### src/rtl/pipe_ctrl_pkg.sv
// Shared stage indices, controller FSM encoding and default depth for the pipeline stall/flush controller.
// Pure declarations: no logic, no latency, no flow control.
package pipe_ctrl_pkg;

  localparam int DEF_NUM_STAGES = 6;

  localparam int STG_FETCH  = 0;
  localparam int STG_DECODE = 1;
  localparam int STG_ISSUE  = 2;
  localparam int STG_EXEC   = 3;
  localparam int STG_MEM    = 4;
  localparam int STG_WB     = 5;

  typedef enum logic [1:0] {
    RUN   = 2'd0,
    STALL = 2'd1,
    FLUSH = 2'd2
  } ctrl_state_e;

endpackage

### src/rtl/pipeline_stall_ctrl_if.sv
// Request/response bundle between the pipeline stages (master) and the stall controller (slave).
// Perf-counter select/readback signals exist only when STALL_PERF_CNT_EN is defined.
interface pipeline_stall_ctrl_if
  import pipe_ctrl_pkg::*;
#(
  parameter int NUM_STAGES = DEF_NUM_STAGES,
  parameter int CNT_W      = 16
);
  localparam int SEL_W = (NUM_STAGES > 1) ? $clog2(NUM_STAGES) : 1;

  logic [NUM_STAGES-1:0] stall_req_i;
  logic [NUM_STAGES-1:0] flush_req_i;
  logic                  wdog_clr_i;
  logic [NUM_STAGES-1:0] stall_o;
  logic [NUM_STAGES-1:0] bubble_o;
  logic [NUM_STAGES-1:0] flush_o;
  logic                  stall_active_o;
  logic                  watchdog_o;
  logic [CNT_W-1:0]      stall_cycles_o;
`ifdef STALL_PERF_CNT_EN
  logic [SEL_W-1:0]      perf_sel_i;
  logic [CNT_W-1:0]      perf_cnt_o;

  modport master (
    output stall_req_i, flush_req_i, wdog_clr_i, perf_sel_i,
    input  stall_o, bubble_o, flush_o, stall_active_o, watchdog_o, stall_cycles_o, perf_cnt_o
  );
  modport slave (
    input  stall_req_i, flush_req_i, wdog_clr_i, perf_sel_i,
    output stall_o, bubble_o, flush_o, stall_active_o, watchdog_o, stall_cycles_o, perf_cnt_o
  );
`else
  modport master (
    output stall_req_i, flush_req_i, wdog_clr_i,
    input  stall_o, bubble_o, flush_o, stall_active_o, watchdog_o, stall_cycles_o
  );
  modport slave (
    input  stall_req_i, flush_req_i, wdog_clr_i,
    output stall_o, bubble_o, flush_o, stall_active_o, watchdog_o, stall_cycles_o
  );
`endif

endinterface

### src/rtl/sat_counter.sv
// Saturating up-counter with synchronous clear (clear beats increment), updated on the falling edge.
// Count visible one negedge after i_inc; never wraps, holds at all-ones.
module sat_counter #(
  parameter int W = 16
) (
  input  logic         i_clk,
  input  logic         i_rst_n,
  input  logic         i_inc,
  input  logic         i_clr,
  output logic [W-1:0] o_cnt
);

  logic [W-1:0] r_cnt;

  always_ff @(negedge i_clk or negedge i_rst_n) begin
    if (!i_rst_n) begin
      r_cnt <= '0;
    end else if (i_clr) begin
      r_cnt <= '0;
    end else if (i_inc && (r_cnt != {W{1'b1}})) begin
      r_cnt <= r_cnt + W'(1);
    end
  end

  assign o_cnt = r_cnt;

endmodule

### src/rtl/pipeline_stall_ctrl.sv
// Pipeline stall/flush controller: requests sampled on negedge, all outputs registered there (one half-cycle to next posedge).
// No backpressure of its own; STALL_PERF_CNT_EN adds per-stage stall counters with a registered select/readback.
module pipeline_stall_ctrl
  import pipe_ctrl_pkg::*;
#(
  parameter int NUM_STAGES   = DEF_NUM_STAGES,
  parameter int FLUSH_CYCLES = 2,
  parameter int WDOG_LIMIT   = 255,
  parameter int CNT_W        = 16
) (
  input logic                  clock_i,
  input logic                  reset_i,
  pipeline_stall_ctrl_if.slave bus
);

  localparam int HOLD_W = (FLUSH_CYCLES > 1) ? $clog2(FLUSH_CYCLES) : 1;
  localparam int WD_W   = $clog2(WDOG_LIMIT + 1);

  ctrl_state_e           r_state, w_state_nxt;
  logic [HOLD_W-1:0]     r_hold, w_hold_nxt;
  logic [NUM_STAGES-1:0] r_fmask, w_fmask_nxt;
  logic [NUM_STAGES-1:0] r_stall, w_stall_nxt;
  logic [NUM_STAGES-1:0] r_bubble, w_bubble_nxt;
  logic [NUM_STAGES-1:0] w_stall_mask, w_flush_new;
  logic                  w_acc_s, w_acc_f;
  logic                  r_active, w_active_nxt;
  logic                  r_wdog, w_wdog_set;
  logic [WD_W-1:0]       w_wd_cnt;
  logic [CNT_W-1:0]      w_cyc_cnt;

  // Stall covers every stage at or below the oldest staller; flush covers stages strictly below the oldest flusher.
  always_comb begin
    w_acc_s      = 1'b0;
    w_acc_f      = 1'b0;
    w_stall_mask = '0;
    w_flush_new  = '0;
    w_bubble_nxt = '0;
    for (int i = NUM_STAGES - 1; i >= 0; i--) begin
      w_acc_s         = w_acc_s | bus.stall_req_i[i];
      w_stall_mask[i] = w_acc_s;
      w_flush_new[i]  = w_acc_f;
      w_acc_f         = w_acc_f | bus.flush_req_i[i];
    end
    for (int i = 1; i < NUM_STAGES; i++) begin
      w_bubble_nxt[i] = w_stall_mask[i-1] & ~w_stall_mask[i];
    end
  end

  always_comb begin
    w_state_nxt = r_state;
    w_hold_nxt  = r_hold;
    w_fmask_nxt = r_fmask;
    if (|bus.flush_req_i) begin
      w_state_nxt = FLUSH;
      w_fmask_nxt = ((r_state == FLUSH) ? r_fmask : '0) | w_flush_new;
      w_hold_nxt  = HOLD_W'(FLUSH_CYCLES - 1);
    end else begin
      case (r_state)
        RUN:     if (|bus.stall_req_i) w_state_nxt = STALL;
        STALL:   if (!(|bus.stall_req_i)) w_state_nxt = RUN;
        FLUSH: begin
          if (r_hold != '0) begin
            w_hold_nxt = r_hold - HOLD_W'(1);
          end else begin
            w_fmask_nxt = '0;
            w_state_nxt = (|bus.stall_req_i) ? STALL : RUN;
          end
        end
        default: w_state_nxt = RUN;
      endcase
    end
    w_stall_nxt  = w_stall_mask & ~w_fmask_nxt;
    w_active_nxt = |w_stall_nxt;
    w_wdog_set   = w_active_nxt && (int'(w_wd_cnt) >= WDOG_LIMIT - 1);
  end

  always_ff @(negedge clock_i or negedge reset_i) begin
    if (!reset_i) begin
      r_state  <= RUN;
      r_hold   <= '0;
      r_fmask  <= '0;
      r_stall  <= '0;
      r_bubble <= '0;
      r_active <= 1'b0;
      r_wdog   <= 1'b0;
    end else begin
      r_state  <= w_state_nxt;
      r_hold   <= w_hold_nxt;
      r_fmask  <= w_fmask_nxt;
      r_stall  <= w_stall_nxt;
      r_bubble <= w_bubble_nxt;
      r_active <= w_active_nxt;
      if (bus.wdog_clr_i) begin
        r_wdog <= 1'b0;
      end else if (w_wdog_set) begin
        r_wdog <= 1'b1;
      end
    end
  end

  // Run length of the current continuous stall; any idle cycle or an explicit clear restarts it.
  sat_counter #(.W(WD_W)) u_wdog_cnt (
    .i_clk   (clock_i),
    .i_rst_n (reset_i),
    .i_inc   (w_active_nxt),
    .i_clr   (bus.wdog_clr_i | ~w_active_nxt),
    .o_cnt   (w_wd_cnt)
  );

  sat_counter #(.W(CNT_W)) u_cyc_cnt (
    .i_clk   (clock_i),
    .i_rst_n (reset_i),
    .i_inc   (w_active_nxt),
    .i_clr   (1'b0),
    .o_cnt   (w_cyc_cnt)
  );

  assign bus.stall_o        = r_stall;
  assign bus.bubble_o       = r_bubble;
  assign bus.flush_o        = r_fmask;
  assign bus.stall_active_o = r_active;
  assign bus.watchdog_o     = r_wdog;
  assign bus.stall_cycles_o = w_cyc_cnt;

`ifdef STALL_PERF_CNT_EN
  logic [CNT_W-1:0] w_perf_cnt [NUM_STAGES];
  logic [CNT_W-1:0] w_perf_mux;
  logic [CNT_W-1:0] r_perf;

  for (genvar k = 0; k < NUM_STAGES; k++) begin : g_perf
    sat_counter #(.W(CNT_W)) u_perf_cnt (
      .i_clk   (clock_i),
      .i_rst_n (reset_i),
      .i_inc   (bus.stall_req_i[k]),
      .i_clr   (1'b0),
      .o_cnt   (w_perf_cnt[k])
    );
  end

  always_comb begin
    w_perf_mux = '0;
    for (int k = 0; k < NUM_STAGES; k++) begin
      if (int'(bus.perf_sel_i) == k) w_perf_mux = w_perf_cnt[k];
    end
  end

  always_ff @(negedge clock_i or negedge reset_i) begin
    if (!reset_i) r_perf <= '0;
    else          r_perf <= w_perf_mux;
  end

  assign bus.perf_cnt_o = r_perf;
`endif

endmodule

### src/flat_wrapper.sv
// flat-port wrapper written by rule: the top's interface ports become plain ports
module pipeline_stall_ctrl_flat import pipe_ctrl_pkg::*;
#(
  parameter int NUM_STAGES   = DEF_NUM_STAGES,
  parameter int FLUSH_CYCLES = 2,
  parameter int WDOG_LIMIT   = 255,
  parameter int CNT_W        = 16
)
  (clock_i, reset_i, bus_stall_req_i, bus_flush_req_i, bus_wdog_clr_i, bus_stall_o, bus_bubble_o, bus_flush_o, bus_stall_active_o, bus_watchdog_o, bus_stall_cycles_o);
  pipeline_stall_ctrl_if #(.NUM_STAGES(NUM_STAGES), .CNT_W(CNT_W)) bus_i ();
  input logic clock_i;
  input logic reset_i;
  input wire logic [$bits(bus_i.stall_req_i)-1:0] bus_stall_req_i;
  input wire logic [$bits(bus_i.flush_req_i)-1:0] bus_flush_req_i;
  input wire logic [$bits(bus_i.wdog_clr_i)-1:0] bus_wdog_clr_i;
  output wire logic [$bits(bus_i.stall_o)-1:0] bus_stall_o;
  output wire logic [$bits(bus_i.bubble_o)-1:0] bus_bubble_o;
  output wire logic [$bits(bus_i.flush_o)-1:0] bus_flush_o;
  output wire logic [$bits(bus_i.stall_active_o)-1:0] bus_stall_active_o;
  output wire logic [$bits(bus_i.watchdog_o)-1:0] bus_watchdog_o;
  output wire logic [$bits(bus_i.stall_cycles_o)-1:0] bus_stall_cycles_o;
  assign bus_i.stall_req_i = bus_stall_req_i;
  assign bus_i.flush_req_i = bus_flush_req_i;
  assign bus_i.wdog_clr_i = bus_wdog_clr_i;
  assign bus_stall_o = bus_i.stall_o;
  assign bus_bubble_o = bus_i.bubble_o;
  assign bus_flush_o = bus_i.flush_o;
  assign bus_stall_active_o = bus_i.stall_active_o;
  assign bus_watchdog_o = bus_i.watchdog_o;
  assign bus_stall_cycles_o = bus_i.stall_cycles_o;
  pipeline_stall_ctrl #(.NUM_STAGES(NUM_STAGES), .FLUSH_CYCLES(FLUSH_CYCLES), .WDOG_LIMIT(WDOG_LIMIT), .CNT_W(CNT_W)) u_core (.clock_i(clock_i), .reset_i(reset_i), .bus(bus_i));
endmodule
### config.mk
export PLATFORM = sky130hd
export DESIGN_NAME = pipeline_stall_ctrl_flat
export DESIGN_NICKNAME = d
export VERILOG_FILES = /design/src/rtl/pipe_ctrl_pkg.sv /design/src/rtl/pipeline_stall_ctrl_if.sv /design/src/rtl/sat_counter.sv /design/src/rtl/pipeline_stall_ctrl.sv /design/src/flat_wrapper.sv
export SDC_FILE = /design/constraint.sdc
export NUM_CORES = 1
export LEC_CHECK = 0
export ABC_AREA = 0
export CAP_MARGIN = 5
export CELL_PAD_IN_SITES_DETAIL_PLACEMENT = 1
export CELL_PAD_IN_SITES_GLOBAL_PLACEMENT = 2
export CORE_ASPECT_RATIO = 1.5
export CORE_MARGIN = 1.5
export CORE_UTILIZATION = 30
export CTS_CLUSTER_DIAMETER = 40
export CTS_CLUSTER_SIZE = 24
export DETAILED_ROUTE_END_ITERATION = 10
export GPL_ROUTABILITY_DRIVEN = 0
export MAX_ROUTING_LAYER = met4
export PLACE_DENSITY = 0.74
export SLEW_MARGIN = 20
export SYNTH_ARGS = -nofsm -noshare
export SYNTH_HDL_FRONTEND = slang
export SYNTH_SLANG_ARGS = --single-unit
### constraint.sdc
create_clock -name clock_i -period 3.1 [get_ports clock_i]
set_clock_uncertainty 0.15 [all_clocks]
set_input_delay 0.62 -clock clock_i [delete_from_list [all_inputs] [get_ports clock_i]]
set_output_delay 0.62 -clock clock_i [all_outputs]
set_load 0.02 [all_outputs]
# Word level (Yosys, flattened, before mapping)
# Cells that the tools add are included.
[classes]
addsub = 3
mul = 0
div_mod_pow = 0
magnitude_cmp = 1
n_eq_ne = 7
shifts = 0
muxes = 17
bitwise = 24
reduce_logical = 11
[op_table]
columns = ["operator", "count"]
rows = [
  ["two-way mux 6 bit", 4],
  ["OR reduction 6 bit", 3],
  ["adder 16 x 1 -> 16 bit (second input constant)", 1],
  ["two-way mux 8 bit", 2],
  ["inequality test 16 bit (second input constant)", 1],
  ["bitwise OR 1 bit", 10],
  ["adder 8 x 1 -> 8 bit (second input constant)", 1],
  [">= comparator 8 bit (second input constant)", 1],
  ["two-way mux 2 bit", 4],
  ["inequality test 8 bit (second input constant)", 1],
  ["bitwise AND 6 bit", 1],
  ["two-way mux 1 bit", 6],
  ["NOT 1 bit", 6],
  ["NOT 6 bit", 1],
  ["bitwise OR 6 x 5 -> 6 bit", 1],
  ["case mux 2 bit (3 select lines)", 1],
  ["nonzero test 2 bit", 3],
  ["bitwise AND 1 bit", 5],
  ["logical AND 1 bit", 3],
  ["inequality test 3 x 1 -> 1 bit (second input constant)", 1],
  ["inequality test 3 x 2 -> 1 bit (second input constant)", 1],
  ["inequality test 3 bit (second input constant)", 1],
  ["AND reduction 3 bit", 1],
  ["== test 2 x 1 -> 1 bit (second input constant)", 1],
  ["other kinds (3)", 3],
]
[totals]
reg_bits = 46
latchBits = 0
mem_bits_rw = 0
romBits = 0
wordCells = 72
memories = 0

# Logic depth before layout (Yosys ltp)
[depth]
word_depth = 12
mapped_depth = 8

# Cells and area by module
# From an unflattened synthesis, not the netlist that was laid out.
[unflattened]
hier_cells = 225
hier_area_um2 = 2346.0
[by_module_without_submodules]
columns = ["mod", "n_inst", "cells_per_inst", "area_each_um2", "seq_area_each_um2"]
rows = [
  ["sat_counter (u_core.u_cyc_cnt)", 1, 98, 942.2, 400.4],
  ["pipeline_stall_ctrl", 1, 78, 939.7, 550.5],
  ["sat_counter (u_core.u_wdog_cnt)", 1, 49, 464.2, 200.2],
]

==> metrics.txt <==
most used cell, CP buf_6; row count 38; worst skew pair latency 310 ps; Worst setup EP type flip-flop; crit path to u_core.u_cyc_cnt.o_cnt[12]; Synth top area share between 50% and 60%; detailed-route DRC error count 0; Final Max Tran Viols 0; TNS Setup -33180 ps; Cell Area, Synth 0.00221 sq mm; TritonCTS clock tree yes; Worst EP required around 1600 ps; Relative slew margins 58.0%; worst r2r src u_core.u_cyc_cnt.o_cnt[7]; # IOs 51; CTS Buf Count 5; CTS max path bufs 2; RR Endpoint u_core.u_cyc_cnt.o_cnt[15]; setup violators final 73; drt total wl approximately 7300 um; top cell family by delay on the critical path simple AND/OR/NAND/NOR gates; ANT cells 0; Synth area leader dfrtn_1; worst min path class flip-flop to flip-flop; critical path startpoint category input pin; 1st-pass router iterations 4; synth warn 0; layout cells sized above 1 a little under three fifths; fillers around 760; mux contribution to synthesized area 1.53%; Yosys cell types 50; port bufs a little under 50; Hold-fix buffers, CTS 0; clock slew at reported path FFs 70 ps; asr flop ratio synth 100%; Placed Cells 392; HPWL Detailed approximately 4400 um; prevailing post-synth register cell dfrtn_1; Final Worst Setup Slack -1130 ps; Fin Hold WS roughly 360 ps; DR WL/cell 17.0 um; Pleak ~1.8 nW; CP max stage delay around 550 ps; CP Max Fanout 7; RSZ-0062 raised after global routing true; Reg2Reg Depth 8; Synth Area in XOR/XNOR 6.33%; Vias/cell between 4 and 5; Synth Instances 200; Power Density approximately 450 mW/mm^2; core area around 0.0072 sq mm; antenna violations before repair 0; Adder-Cell Fraction of Synth Area 1.70%; CTS root buf clkbuf_8; Post-synth EDFFs 0; CP Class input pin to flip-flop; H-Tree Depth 2; starting density of the core 30.8%; final hold vios 0; pin count of the biggest net entering global routing 47; GRT Total Usage 19.3%; worst path bufs/invs 2; vias about 2.1k; failing checks setup timing; Synth Area in Compound Gates 15.6%; final core occ between 50% and 60%; first-pass GRT wire length around 11000 um; Chip Width around 73 um; clock sinks 46; launching element of the worst setup path bus_flush_req_i[2]; Area growth syn-to-layout 82.0%; total grt overflow 0; register area share after synthesis 52.0%; Post-Layout Cell Count 430; PnR Total Power ~1.8 mW; Worst-Margin Slew ~630 ps; Yosys reg bits 46; main combinational cell family by area after synthesis simple AND/OR/NAND/NOR gates; Die H 108 um; Nets between 300 and 400; Post-DRT Antenna Nets 0; Peak VDD IR about 0.00025 V; Stages on worst setup path 8; status complete, but fails checks; CP Cell Sequence buf_6 -> or4_4 -> o21ai_4 -> buf_6 -> a31oi_4 -> or3_4 -> o2111ai_4 -> mux2_4; Synth Area per Inst roughly 11 sq um; data arrival time of the critical path roughly 2700 ps; simple-gate share of the synthesized area a little under a fifth; Synth area leaders dfrtn_1, xnor2_1, o211ai_2; Die ar. between 0.007 and 0.008 sq mm; DRT iter0 DRCs 73; maxcap violations 0; Slowest cell on crit path or4_4; R2R Setup Slk 320 ps; vias in the first global route between 2k and 2.5k; Synth Net Count between 200 and 250
-- flip-flops by register name, summed over array words and instances, names as in the netlist --
signal and cells:
u_core.u_cyc_cnt.o_cnt 16, u_core.bus.bubble_o 5, u_core.bus.stall_o 6, u_core.r_hold 1, u_core.bus.flush_o 6, u_core.bus.watchdog_o 1
u_core.u_wdog_cnt.o_cnt 8, u_core.bus.stall_active_o 1, u_core.r_state 2
-- cell usage in the layout, fill, tap and decap left out, types with 3 or more instances in the layout --
master            n
a211oi_2          3
a21o_1            3
a21oi_2           3
and2_1            3
and3_1            7
buf_12            4
buf_2             3
buf_4            65
buf_6            49
clkbuf_8          6
clkdlybuf4s50_1   3
dfrtn_1          46
ha_1              3
inv_1             9
mux2_4            3
nand2_1           6
nand3_1           7
nand4_1           3
nor2_1            8
nor2_4            5
nor3_2            3
nor3_4            3
o2111ai_4         4
o211ai_4          4
o21ai_0           4
o21ai_2           3
xnor2_1          14
-- timing repair --
action / CTS / global route
cloned: 1 / 0
pin swaps: 21 / 27
gates resized for setup: 289 / 31
setup buffers: 18 / 17
setup endpoints to repair: 80 / 76
-- per-stage QoR --
stage,setup WS [ps],cell area (sq um)
floorplan,-1230,2280
global placement,-2050,3230
detailed placement,-2050,3230
CTS,-1100,3750
global route,-1170,4030
finish,-1130,4030
-- power by group --
part | total, mW | internal (mW) | switching, mW | leakage [nW]
clock | 0.567 | 0.344 | 0.223 | 0.0714
combinational | 0.558 | 0.311 | 0.247 | 1.12
sequential | 0.692 | 0.655 | 0.0372 | 0.587
-- Yosys cell counts, types with 2 or more instances --
| cell | instances |
|---|---|
| a31oi_1 | 3 |
| xnor2_1 | 15 |
| and3_1 | 7 |
| nor2_1 | 13 |
| or2_2 | 2 |
| o21ai_2 | 2 |
| nor4_1 | 3 |
| o211ai_2 | 5 |
| buf_2 | 2 |
| nand2b_1 | 2 |
| nand2_1 | 7 |
| or3_1 | 4 |
| o21ai_0 | 8 |
| nor3b_1 | 3 |
| and4_1 | 2 |
| nand3_1 | 8 |
| a21oi_1 | 4 |
| nand4_1 | 3 |
| o2111ai_2 | 2 |
| clkbuf_1 | 2 |
| dfrtn_1 | 46 |
| nor3_1 | 7 |
| a211oi_1 | 3 |
| a21o_1 | 3 |
| o2111ai_1 | 5 |
| ha_1 | 3 |
| mux2_2 | 2 |
| or4_4 | 2 |
| and2_1 | 3 |
| inv_1 | 9 |
-- area by class of cell --
type,instances,area (sq um),share of cell area (%)
multi-input cells,138,1340,33.3
repair buffers,129,1230,30.7
flip-flops and latches,46,1150,28.6
well taps,100,125,3.11
clock buffers,6,82.6,2.05
clock inverters,2,60.1,1.49
inverters,9,33.8,0.839
-- cell families (layout without fill, tap and decap cells) --
| kind of cell | Yosys count | count (layout) |
|---|---|---|
| compound gates | 43 | 43 |
| xor+xnor | 16 | 16 |
| fa+ha+maj | 3 | 3 |
| buf+inv | 16 | 146 |
| flops | 46 | 46 |
| mux | 3 | 3 |
| other cells | 1 | 1 |
| simple gates | 72 | 72 |
-- how the worst min path moves through the flow --
stage | start | endpoint | cells past startpoint
final | u_core.u_wdog_cnt.o_cnt[6] | u_core.u_wdog_cnt.o_cnt[6] | 1
after global routing | u_core.u_wdog_cnt.o_cnt[6] | u_core.u_wdog_cnt.o_cnt[6] | 1
after CTS | u_core.u_wdog_cnt.o_cnt[2] | u_core.u_wdog_cnt.o_cnt[2] | 3
after detailed placement | u_core.bus.flush_o[5] | u_core.bus.stall_o[5] | 1
after global placement | u_core.bus.watchdog_o | u_core.bus.watchdog_o | 2
after floorplan | u_core.u_wdog_cnt.o_cnt[6] | u_core.u_wdog_cnt.o_cnt[6] | 1
-- layer usage --
metal	GRT usage, %	vias to the layer above	wire [um]
li1	-	988	-
met3	3.08	11	199
met1	19.9	1045	2660
met4	7.55	0	185
met2	35.6	43	4280
met5	-	-	0
(Power assumes the default switching activity.)
